--- src/rtl/exe_stage_if.sv ---
// ID/EXE operand and control bundle into the execute stage, plus its EXE/MEM and branch results.
// Latency: none (signal bundle only).
// Backpressure: none; stalls are carried by the separate freeze input of the stage.
interface exe_stage_if;
    // ID/EXE register outputs consumed by the execute stage
    logic        Wb_EN;
    logic        MEM_R_EN;
    logic        MEM_W_EN;
    logic        B;
    logic        S;
    logic [3:0]  EXE_CMD;
    logic [31:0] PC;
    logic [31:0] Val_Rn;
    logic [31:0] Val_Rm;
    logic        imm;
    logic [11:0] Shift_operand;
    logic [23:0] Signed_imm_24;
    logic [3:0]  Dest;
    logic        C_in;

    // Branch resolution, status flags and EXE/MEM register outputs
    logic        Br_taken;
    logic [31:0] Br_Addr;
    logic [3:0]  Status;
    logic        Wb_EN_out;
    logic        MEM_R_EN_out;
    logic        MEM_W_EN_out;
    logic [31:0] ALU_Res_out;
    logic [31:0] Val_Rm_out;
    logic [3:0]  Dest_out;

    // Execute stage side
    modport slave (
        input  Wb_EN, MEM_R_EN, MEM_W_EN, B, S, EXE_CMD, PC, Val_Rn, Val_Rm,
               imm, Shift_operand, Signed_imm_24, Dest, C_in,
        output Br_taken, Br_Addr, Status, Wb_EN_out, MEM_R_EN_out, MEM_W_EN_out,
               ALU_Res_out, Val_Rm_out, Dest_out
    );

    // Pipeline side driving the stage and observing its results
    modport master (
        output Wb_EN, MEM_R_EN, MEM_W_EN, B, S, EXE_CMD, PC, Val_Rn, Val_Rm,
               imm, Shift_operand, Signed_imm_24, Dest, C_in,
        input  Br_taken, Br_Addr, Status, Wb_EN_out, MEM_R_EN_out, MEM_W_EN_out,
               ALU_Res_out, Val_Rm_out, Dest_out
    );
endinterface

--- src/rtl/exe_stage.sv ---
// ARM execute stage: operand-2 shifter, ALU, NZCV status register, branch target, EXE/MEM register.
// Latency: 1 cycle to EXE/MEM outputs and Status; Br_taken/Br_Addr are combinational.
// Backpressure: freeze=1 holds the EXE/MEM register and Status; branch outputs are never held.
module exe_stage (
    input  logic         clk,
    input  logic         reset,
    input  logic         freeze,
    exe_stage_if.slave   bus
);

    localparam logic [3:0] CMD_MOV = 4'b0001;
    localparam logic [3:0] CMD_MVN = 4'b1001;
    localparam logic [3:0] CMD_ADD = 4'b0010;
    localparam logic [3:0] CMD_ADC = 4'b0011;
    localparam logic [3:0] CMD_SUB = 4'b0100;
    localparam logic [3:0] CMD_SBC = 4'b0101;
    localparam logic [3:0] CMD_AND = 4'b0110;
    localparam logic [3:0] CMD_ORR = 4'b0111;
    localparam logic [3:0] CMD_EOR = 4'b1000;

    logic [31:0] val2;
    logic [31:0] alu_res;
    logic [3:0]  alu_flags;
    logic [3:0]  status_q;

    // Second operand: rotated immediate, then memory offset, then shifted register
    always_comb begin
        logic [63:0] dbl;
        logic [4:0]  amt;
        val2 = bus.Val_Rm;
        dbl  = 64'd0;
        amt  = 5'd0;
        if (bus.imm) begin
            // Rotate by doubling the word and shifting; the rotate amount is always even
            amt  = {bus.Shift_operand[11:8], 1'b0};
            dbl  = {24'd0, bus.Shift_operand[7:0], 24'd0, bus.Shift_operand[7:0]} >> amt;
            val2 = dbl[31:0];
        end else if (bus.MEM_R_EN || bus.MEM_W_EN) begin
            val2 = {20'd0, bus.Shift_operand};
        end else begin
            amt = bus.Shift_operand[11:7];
            case (bus.Shift_operand[6:5])
                2'b00: val2 = bus.Val_Rm << amt;
                2'b01: val2 = bus.Val_Rm >> amt;
                2'b10: val2 = $signed(bus.Val_Rm) >>> amt;
                default: begin
                    dbl  = {bus.Val_Rm, bus.Val_Rm} >> amt;
                    val2 = dbl[31:0];
                end
            endcase
        end
    end

    // ALU with 33-bit adder; logic ops keep the current C and V
    always_comb begin
        logic [32:0] sum;
        logic [31:0] opb;
        logic        arith;
        logic        c_flag;
        logic        v_flag;
        sum     = 33'd0;
        opb     = val2;
        arith   = 1'b0;
        alu_res = 32'd0;
        case (bus.EXE_CMD)
            CMD_MOV: alu_res = val2;
            CMD_MVN: alu_res = ~val2;
            CMD_ADD: begin
                arith = 1'b1;
                sum   = {1'b0, bus.Val_Rn} + {1'b0, val2};
            end
            CMD_ADC: begin
                arith = 1'b1;
                sum   = {1'b0, bus.Val_Rn} + {1'b0, val2} + {32'd0, bus.C_in};
            end
            CMD_SUB: begin
                arith = 1'b1;
                opb   = ~val2;
                sum   = {1'b0, bus.Val_Rn} + {1'b0, ~val2} + 33'd1;
            end
            CMD_SBC: begin
                arith = 1'b1;
                opb   = ~val2;
                sum   = {1'b0, bus.Val_Rn} + {1'b0, ~val2} + {32'd0, bus.C_in};
            end
            CMD_AND: alu_res = bus.Val_Rn & val2;
            CMD_ORR: alu_res = bus.Val_Rn | val2;
            CMD_EOR: alu_res = bus.Val_Rn ^ val2;
            default: alu_res = 32'd0;
        endcase
        if (arith) begin
            alu_res = sum[31:0];
        end
        c_flag = arith ? sum[32] : status_q[1];
        // Signed overflow: adder inputs agree in sign but the result does not
        v_flag = arith ? ((bus.Val_Rn[31] == opb[31]) && (alu_res[31] != bus.Val_Rn[31]))
                       : status_q[0];
        alu_flags = {alu_res[31], (alu_res == 32'd0), c_flag, v_flag};
    end

    // Branch target: word offset sign-extended and scaled, wraps modulo 2^32
    always_comb begin
        bus.Br_taken = bus.B;
        bus.Br_Addr  = bus.PC + {{6{bus.Signed_imm_24[23]}}, bus.Signed_imm_24, 2'b00};
    end

    // Status register loads on flag-setting instructions unless frozen
    always_ff @(posedge clk or negedge reset) begin
        if (!reset) begin
            status_q <= 4'b0000;
        end else if (bus.S && !freeze) begin
            status_q <= alu_flags;
        end
    end

    // EXE/MEM pipeline register; store data is the raw Rm, not the shifted operand
    always_ff @(posedge clk or negedge reset) begin
        if (!reset) begin
            bus.Wb_EN_out    <= 1'b0;
            bus.MEM_R_EN_out <= 1'b0;
            bus.MEM_W_EN_out <= 1'b0;
            bus.ALU_Res_out  <= 32'd0;
            bus.Val_Rm_out   <= 32'd0;
            bus.Dest_out     <= 4'd0;
        end else if (!freeze) begin
            bus.Wb_EN_out    <= bus.Wb_EN;
            bus.MEM_R_EN_out <= bus.MEM_R_EN;
            bus.MEM_W_EN_out <= bus.MEM_W_EN;
            bus.ALU_Res_out  <= alu_res;
            bus.Val_Rm_out   <= bus.Val_Rm;
            bus.Dest_out     <= bus.Dest;
        end
    end

    assign bus.Status = status_q;

endmodule

--- src/flat_wrapper.sv ---
// flat-port wrapper written by rule: the top's interface ports become plain ports
module exe_stage_flat 
  (clk, reset, freeze, bus_Wb_EN, bus_MEM_R_EN, bus_MEM_W_EN, bus_B, bus_S, bus_EXE_CMD, bus_PC, bus_Val_Rn, bus_Val_Rm, bus_imm, bus_Shift_operand, bus_Signed_imm_24, bus_Dest, bus_C_in, bus_Br_taken, bus_Br_Addr, bus_Status, bus_Wb_EN_out, bus_MEM_R_EN_out, bus_MEM_W_EN_out, bus_ALU_Res_out, bus_Val_Rm_out, bus_Dest_out);
  exe_stage_if bus_i ();
  input  logic clk;
  input  logic reset;
  input  logic freeze;
  input wire logic [$bits(bus_i.Wb_EN)-1:0] bus_Wb_EN;
  input wire logic [$bits(bus_i.MEM_R_EN)-1:0] bus_MEM_R_EN;
  input wire logic [$bits(bus_i.MEM_W_EN)-1:0] bus_MEM_W_EN;
  input wire logic [$bits(bus_i.B)-1:0] bus_B;
  input wire logic [$bits(bus_i.S)-1:0] bus_S;
  input wire logic [$bits(bus_i.EXE_CMD)-1:0] bus_EXE_CMD;
  input wire logic [$bits(bus_i.PC)-1:0] bus_PC;
  input wire logic [$bits(bus_i.Val_Rn)-1:0] bus_Val_Rn;
  input wire logic [$bits(bus_i.Val_Rm)-1:0] bus_Val_Rm;
  input wire logic [$bits(bus_i.imm)-1:0] bus_imm;
  input wire logic [$bits(bus_i.Shift_operand)-1:0] bus_Shift_operand;
  input wire logic [$bits(bus_i.Signed_imm_24)-1:0] bus_Signed_imm_24;
  input wire logic [$bits(bus_i.Dest)-1:0] bus_Dest;
  input wire logic [$bits(bus_i.C_in)-1:0] bus_C_in;
  output wire logic [$bits(bus_i.Br_taken)-1:0] bus_Br_taken;
  output wire logic [$bits(bus_i.Br_Addr)-1:0] bus_Br_Addr;
  output wire logic [$bits(bus_i.Status)-1:0] bus_Status;
  output wire logic [$bits(bus_i.Wb_EN_out)-1:0] bus_Wb_EN_out;
  output wire logic [$bits(bus_i.MEM_R_EN_out)-1:0] bus_MEM_R_EN_out;
  output wire logic [$bits(bus_i.MEM_W_EN_out)-1:0] bus_MEM_W_EN_out;
  output wire logic [$bits(bus_i.ALU_Res_out)-1:0] bus_ALU_Res_out;
  output wire logic [$bits(bus_i.Val_Rm_out)-1:0] bus_Val_Rm_out;
  output wire logic [$bits(bus_i.Dest_out)-1:0] bus_Dest_out;
  assign bus_i.Wb_EN = bus_Wb_EN;
  assign bus_i.MEM_R_EN = bus_MEM_R_EN;
  assign bus_i.MEM_W_EN = bus_MEM_W_EN;
  assign bus_i.B = bus_B;
  assign bus_i.S = bus_S;
  assign bus_i.EXE_CMD = bus_EXE_CMD;
  assign bus_i.PC = bus_PC;
  assign bus_i.Val_Rn = bus_Val_Rn;
  assign bus_i.Val_Rm = bus_Val_Rm;
  assign bus_i.imm = bus_imm;
  assign bus_i.Shift_operand = bus_Shift_operand;
  assign bus_i.Signed_imm_24 = bus_Signed_imm_24;
  assign bus_i.Dest = bus_Dest;
  assign bus_i.C_in = bus_C_in;
  assign bus_Br_taken = bus_i.Br_taken;
  assign bus_Br_Addr = bus_i.Br_Addr;
  assign bus_Status = bus_i.Status;
  assign bus_Wb_EN_out = bus_i.Wb_EN_out;
  assign bus_MEM_R_EN_out = bus_i.MEM_R_EN_out;
  assign bus_MEM_W_EN_out = bus_i.MEM_W_EN_out;
  assign bus_ALU_Res_out = bus_i.ALU_Res_out;
  assign bus_Val_Rm_out = bus_i.Val_Rm_out;
  assign bus_Dest_out = bus_i.Dest_out;
  exe_stage u_core (.clk(clk), .reset(reset), .freeze(freeze), .bus(bus_i));
endmodule
--- config.mk ---
export PLATFORM = sky130hd
export DESIGN_NAME = exe_stage_flat
export DESIGN_NICKNAME = d
export VERILOG_FILES = /design/src/rtl/exe_stage_if.sv /design/src/rtl/exe_stage.sv /design/src/flat_wrapper.sv
export SDC_FILE = /design/constraint.sdc
export NUM_CORES = 1
export LEC_CHECK = 0
export ABC_AREA = 1
export BUFFER_PORTS_ARGS = -buffer_cell sky130_fd_sc_hd__buf_2
export CORE_ASPECT_RATIO = 1.5
export CORE_MARGIN = 2
export CORE_UTILIZATION = 25
export DETAILED_ROUTE_END_ITERATION = 7
export PLACE_DENSITY = 0.49
export SYNTH_ARGS = -nofsm -noshare
export SYNTH_HDL_FRONTEND = slang
export SYNTH_SLANG_ARGS = --single-unit
--- constraint.sdc ---
create_clock -name clk -period 2.61 [get_ports clk]
set_clock_uncertainty 0.05 [all_clocks]
set_input_delay 0.1305 -clock clk [delete_from_list [all_inputs] [get_ports clk]]
set_output_delay 0.1305 -clock clk [all_outputs]
set_load 0.01 [all_outputs]
==> key figures, run 1 <==
Setup path
  – Critical path class: primary input to flop
  – Startpoint class of the critical path: primary input
  – Critical Path RT: 2.93 ns
  – Reg-to-reg slack, setup: 1.69 ns
  – Crit path depth: 39
  – Worst Path Arrival: 4.62 ns
  – Max FO, Critical Path: 14
  – Critical R2R Launch: u_core.bus.Status[3]
  – Crit path launch: bus_Shift_operand[9]
  – Buf+Inv Stages, Crit Path: 11
  – Worst Setup End Kind: flop
  – Critical-path top delay cell: ha_4
  – Critical Path Max Stage Delay: 0.23 ns
  – Crit path to: u_core.bus.Status[2]
  – CP delay by family, top: simple AND/OR/NAND/NOR gates
  – Reg2reg path depth: 1
  – Worst flop-to-flop path endpoint: u_core.bus.Status[3]
  – Crit-path most repeated cell: nand2_1

Yosys
  – Average cell area after synthesis: 5.20 µm²
  – Post-synthesis async set-or-reset flop share: 1.00
  – Synth unique cells: 54
  – Flops & latches, synth: 75
  – Most used DFF post-synth: dfrtp_1
  – Share of the yosys chip area belonging to registers: 0.0955
  – Yosys warning count: 0
  – Synth Net Count: 4,060
  – Synthesized instance count: 3,777
  – Number of synthesized flops with an enable pin: 0
  – Cell Area, Synth: 0.0196 mm²

Detailed routing
  – Drt first pass iters: 6
  – Vias after detailed routing: 30,219
  – DRC: 0
  – DRT iter0 DRCs: 2,007
  – Avg WL per Cell: 21.3 µm
  – ANT nets after route: 0
  – Vias per std cell: 5.12
  – WL final: 126 mm

STA
  – Setup ws final: -1.69 ns
  – RSZ-0062 raised after global routing: true
  – Final period util: 1.65
  – Slew @ Worst Pin: 0.859 ns
  – Final Hold Viols: 0
  – Final Critical Period: 4.30 ns
  – Max Fclk: 0.233 GHz
  – Min Hold Slack: 0.0301 ns
  – Final setup fails: 36
  – Slew Viols, Final: 0
  – Slew Limit Headroom: 0.427

Global routing
  – Number of global-route vias before repair: 29,796
  – Total gr overflow: 0
  – Antenna violations before repair: 3
  – Largest net degree at the start of global routing: 67
  – GRT Resource Usage Total: 0.302
  – First-pass GRT wire length: 181 mm

Final layout
  – Area Growth Syn to Fin: 76.6%
  – Post-route design area: 0.0347 mm²
  – Most frequent cells in the layout: 1,023 x nand2_1, 878 x buf_4, 439 x nand3_1, 340 x inv_1, 298 x nand2_2
  – FILL cells: 8,507
  – Nets@finish: 5,159
  – Most common cell after layout, fill and taps aside: nand2_1
  – Layout cells sized above 1: 0.466
  – Fin cells: 5,899
  – Post-Route Utilization: 0.447

Placement
  – DP Wirelength: 104 mm
  – Port Buffers: 251
  – Placed Instance Area: 0.0290 mm²
  – Post-Place Cells: 5,757
  – Place WS: -2.93 ns
  – GPL Wtd Cong: 1.03

Hold path
  – WHS Path Cells: 4
  – Hold crit path type: primary input to flop

Floorplan
  – Die area: 0.0809 mm²
  – IO Pins: 258
  – Die Span X: 233 µm
  – Die Y: 347 µm
  – Initial Util: 0.253
  – Core area: 0.0776 mm²
  – Cell Rows: 125

CTS
  – CTS root buf: clkbuf_16
  – CTS clock-pin slew for the worst setup and hold paths: 0.09 ns
  – CTS tree: done
  – CTS Buffer Depth: 2
  – Inserted Clock Buffers: 9
  – Clock sink count: 75
  – Skew-Pair Late Insertion Delay: 0.43 ns
  – H-tree Lvls: 3

Run status
  – Status: finished, violations left
  – Violated checks: setup timing

Power
  – Leakage: 17.7 nW
  – Max VDD drop: 450 µV
  – PD cells: 368 mW/mm²

Job
  – Maxcap violations: 0
==> cell families (layout without fill, tap and decap cells) <==
family / after synthesis / after routing / share of synthesized area
flip-flops: 75 / 75 / 0.0955
other: 0 / 2 / 0
XOR/XNOR: 34 / 34 / 0.0152
AND/OR/NAND/NOR: 2511 / 2511 / 0.555
adder cells (fa/ha/maj): 133 / 133 / 0.0859
multiplexers: 1 / 1 / 0.000573
AO/OA/AOI/OAI: 435 / 435 / 0.128
buffers and inverters: 588 / 1692 / 0.120
==> worst min-delay path: cells and delay by family <==
kind	cells	cell delay [ns]
buffers and inverters	2	0.26
AND/OR/NAND/NOR	2	0.08
==> layout make-up <==
cell class,instances,area [µm²],share of cell area
Timing Repair Buffer,1247,9720,0.280
Antenna cell,2,5.00,0.000144
Inverter,428,1650,0.0475
Clock buffer,10,229,0.00660
Timing Repair inverter,1,6.26,0.000180
Sequential cell,75,1880,0.0541
Multi-Input combinational cell,3114,19900,0.573
Tap cell,1016,1270,0.0366
Clock inverter,6,47.5,0.00137
==> cell usage after synthesis (13+ instances only) <==
library cell / number / area, µm²
buf_2: 36 / 180
dfrtp_1: 75 / 1880
buf_1: 29 / 109
nand2_2: 46 / 288
a21oi_1: 167 / 836
inv_2: 28 / 105
nor2_4: 15 / 169
a221oi_1: 13 / 114
inv_1: 390 / 1460
o21ai_1: 13 / 65.1
ha_1: 130 / 1630
nand2_1: 1359 / 5100
clkbuf_1: 72 / 270
nor2_1: 311 / 1170
nand3_1: 638 / 3190
o211ai_1: 34 / 255
xor2_1: 25 / 219
buf_4: 17 / 128
o21ai_0: 122 / 611
nor2_2: 27 / 169
nand4_1: 57 / 357
o22ai_1: 21 / 131
==> registers in the layout, summed over array words and instances (netlist names) <==
signal	count
u_core.bus.ALU_Res_out	32
u_core.bus.Dest_out	4
u_core.bus.MEM_R_EN_out	1
u_core.bus.MEM_W_EN_out	1
u_core.bus.Status	4
u_core.bus.Val_Rm_out	32
u_core.bus.Wb_EN_out	1
==> routing by layer <==
metal | global-route usage | wire length (µm)
met1 | 0.312 | 45200
met2 | 0.537 | 61900
met3 | 0.0345 | 5260
met4 | 0.264 | 13200
met5 | 0 | 7
==> report_power, final <==
| part | internal (mW) | switching [mW] |
|---|---|---|
| Combinational | 4.21 | 5.82 |
| Clock | 0.651 | 0.705 |
| Sequential | 1.30 | 0.0938 |
==> worst min-delay path by stage <==
stage,from,end,slack (ns)
finish,bus_Val_Rm[22],u_core.bus.Val_Rm_out[22],0.03
global route,bus_Val_Rn[31],u_core.bus.Status[0],0.04
CTS,bus_Val_Rm[22],u_core.bus.Val_Rm_out[22],0.001
detailed placement,reset,u_core.bus.ALU_Res_out[27],0.06
global placement,reset,u_core.bus.ALU_Res_out[28],0.06
floorplan,reset,u_core.bus.ALU_Res_out[0],-0.22
==> metrics by stage <==
step | TNS [ns] | power (mW)
after floorplan | -24.62 | 5.40
after global placement | -85.39 | 9.54
after detailed placement | -83.14 | 9.52
after CTS | -43.34 | 12.0
after global routing | -51.43 | 13.5
final | -44.62 | 12.8
==> repair_timing <==
| action | CTS | global route |
|---|---|---|
| buffers inserted | 49 | 39 |
| gates resized for setup | 706 | 377 |
| endpoints found under the setup margin | 46 | 50 |
| endpoints found under the hold margin | 47 | 0 |
| pin swaps | 217 | 218 |
| cloned | 7 | 5 |
| hold buffers | 27 | 0 |
Power figures use the tool's default switching activity.
==> inputs of run 2 (changes only) <==
==> constraint.sdc (replaced) <==
create_clock -name clk -period 3.6 [get_ports clk]
set_clock_uncertainty 0.05 [all_clocks]
set_input_delay 0.18 -clock clk [delete_from_list [all_inputs] [get_ports clk]]
set_output_delay 0.18 -clock clk [all_outputs]
set_load 0.01 [all_outputs]
==> key figures, run 2 (same netlist as run 1, synthesis figures left out) <==
Placement
  – Place WS: -2.04 ns
  – GPL Wtd Cong: 1.05
  – DP Wirelength: 102 mm
  – Port Buffers: 251
  – Post-Place Cells: 5,698
  – Placed Instance Area: 0.0281 mm²

Floorplan
  – Initial Util: 0.253
  – Die Y: 347 µm
  – IO Pins: 258
  – Cell Rows: 125
  – Core area: 0.0776 mm²
  – Die Span X: 233 µm
  – Die area: 0.0809 mm²

STA
  – Max Fclk: 0.234 GHz
  – Setup ws final: -0.668 ns
  – Slew Limit Headroom: 0.367
  – Final period util: 1.19
  – Final Hold Viols: 0
  – Final setup fails: 28
  – Final Critical Period: 4.27 ns
  – Setup_tns: -11.87 ns
  – Slew @ Worst Pin: 0.950 ns
  – RSZ-0062 raised after global routing: true
  – Min Hold Slack: 0.0388 ns
  – Slew Viols, Final: 0

Job
  – Maxcap violations: 0

Final layout
  – Most frequent cells in the layout: 1,004 x nand2_1, 842 x buf_4, 391 x nand3_1, 335 x inv_1, 316 x nand2_2
  – Post-Route Utilization: 0.448
  – Area Growth Syn to Fin: 76.7%
  – Fin cells: 5,864
  – Most common cell after layout, fill and taps aside: nand2_1
  – Layout cells sized above 1: 0.473
  – Nets@finish: 5,125
  – Largest registers: u_core.bus.ALU_Res_out (32), u_core.bus.Val_Rm_out (32)
  – Post-route design area: 0.0347 mm²

Detailed routing
  – Avg WL per Cell: 21.4 µm
  – Drt first pass iters: 8
  – WL final: 125 mm
  – ANT nets after route: 0
  – Vias per std cell: 5.10
  – DRT iter0 DRCs: 1,900
  – Vias after detailed routing: 29,911
  – DRC: 0

Power
  – Clk pwr share: 0.121
  – Int Power: 4.50 mW
  – Max VDD drop: 333 µV
  – Net load switching power: 4.78 mW
  – Logic gate share of total power: 0.771
  – Total power: 9.28 mW
  – Reg power frac: 0.108
  – Leakage: 17.7 nW
  – Sw Ratio: 0.515
  – PD cells: 267 mW/mm²

Setup path
  – Critical-path top delay cell: ha_4
  – Max FO, Critical Path: 8
  – Critical Path RT: 3.86 ns
  – Worst Path Arrival: 4.53 ns
  – Worst Setup End Kind: flop
  – Startpoint class of the critical path: primary input
  – Critical Path Max Stage Delay: 0.32 ns
  – Critical path class: primary input to flop

Global routing
  – Antenna violations before repair: 4
  – First-pass GRT wire length: 183 mm
  – GRT Resource Usage Total: 0.304
  – Number of global-route vias before repair: 29,765
  – Total gr overflow: 0
  – Largest net degree at the start of global routing: 61

CTS
  – CTS Buffer Depth: 2
  – CTS clock-pin slew for the worst setup and hold paths: 0.07 ns
  – Inserted Clock Buffers: 9
  – Skew-Pair Late Insertion Delay: 0.45 ns
  – H-tree Lvls: 3
  – CTS root buf: clkbuf_16
  – Clock sink count: 75
  – CTS tree: done

Hold path
  – Hold crit path type: primary input to flop

Run status
  – Status: finished, violations left
  – Violated checks: setup timing
## run 2: cell types whose count changed in the layout (fill, tap and decap cells not counted), moves of 7 or more
| cell | previous run | this run |
|---|---|---|
| buf_8 | 3 | 10 |
| nand3_4 | 29 | 51 |
| o21ai_1 | 39 | 46 |
| buf_4 | 878 | 842 |
| nand2_2 | 298 | 316 |
| nand3_2 | 183 | 209 |
| nand3_1 | 439 | 391 |
| nand2_1 | 1023 | 1004 |
| a21oi_2 | 38 | 45 |
| a21oi_4 | 23 | 13 |
| o21ai_2 | 23 | 13 |
| dlygate4sd3_1 | 27 | 20 |
## run 2: path summary, 6_finish.rpt
check / slack, ns / depth (start not counted) / endpoint / startpoint
worst max register to register: 2.75 / 1 / u_core.bus.Status[3] / u_core.bus.Status[3]
max in group asynchronous: 2.18 / 3 / u_core.bus.MEM_R_EN_out / reset
min in group asynchronous: 0.35 / 2 / u_core.bus.Status[3] / reset
worst min register to register: 0.42 / 2 / u_core.bus.Val_Rm_out[1] / u_core.bus.Val_Rm_out[1]
worst max-delay path: -0.67 / 37 / u_core.bus.ALU_Res_out[29] / bus_Shift_operand[7]
worst min-delay path: 0.04 / 4 / u_core.bus.Val_Rm_out[19] / bus_Val_Rm[19]
## run 2: timing repair
action / CTS / global route
cloned: 9 / 1
pin swaps: 240 / 231
setup endpoints to repair: 35 / 37
endpoints found under the hold margin: 72 / 0
resized for setup: 841 / 420
hold buffers: 20 / 0
buffers inserted: 78 / 43
## run 2: worst max-delay path: cells and delay by family
kind / cells / cell delay, ns
AND/OR/NAND/NOR: 23 / 2.27
buffers and inverters: 11 / 1.44
AO/OA/AOI/OAI: 2 / 0.31
adder cells (fa/ha/maj): 1 / 0.32
## run 2: layout make-up
| cell class | count | area (µm²) |
|---|---|---|
| multi-input combinational | 3114 | 20200 |
| tap | 1016 | 1270 |
| timing repair buffer | 1212 | 9390 |
| antenna | 1 | 2.50 |
| inverter | 428 | 1650 |
| clock inverter | 7 | 93.8 |
| clock buffer | 9 | 225 |
| fill | 8379 | 42900 |
| timing repair inverter | 2 | 27.5 |
| sequential | 75 | 1880 |
## run 2: power groups by stage
stage | registers (mW) | clock network (mW) | logic (mW)
final | 1.00 | 1.12 | 7.15
after global routing | 1.02 | 1.17 | 7.66
after CTS | 1.00 | 1.16 | 6.57
after detailed placement | 1.02 | 0 | 5.63
after global placement | 1.02 | 0 | 5.63
after floorplan | 1.06 | 0 | 2.76
## run 2: metal layers
layer	vias to the layer above	routed length [µm]	GRT usage
li1	14409	-	-
met1	14061	44300	0.309
met2	1021	63000	0.550
met3	416	5480	0.0407
met4	4	12500	0.248
met5	-	27	0
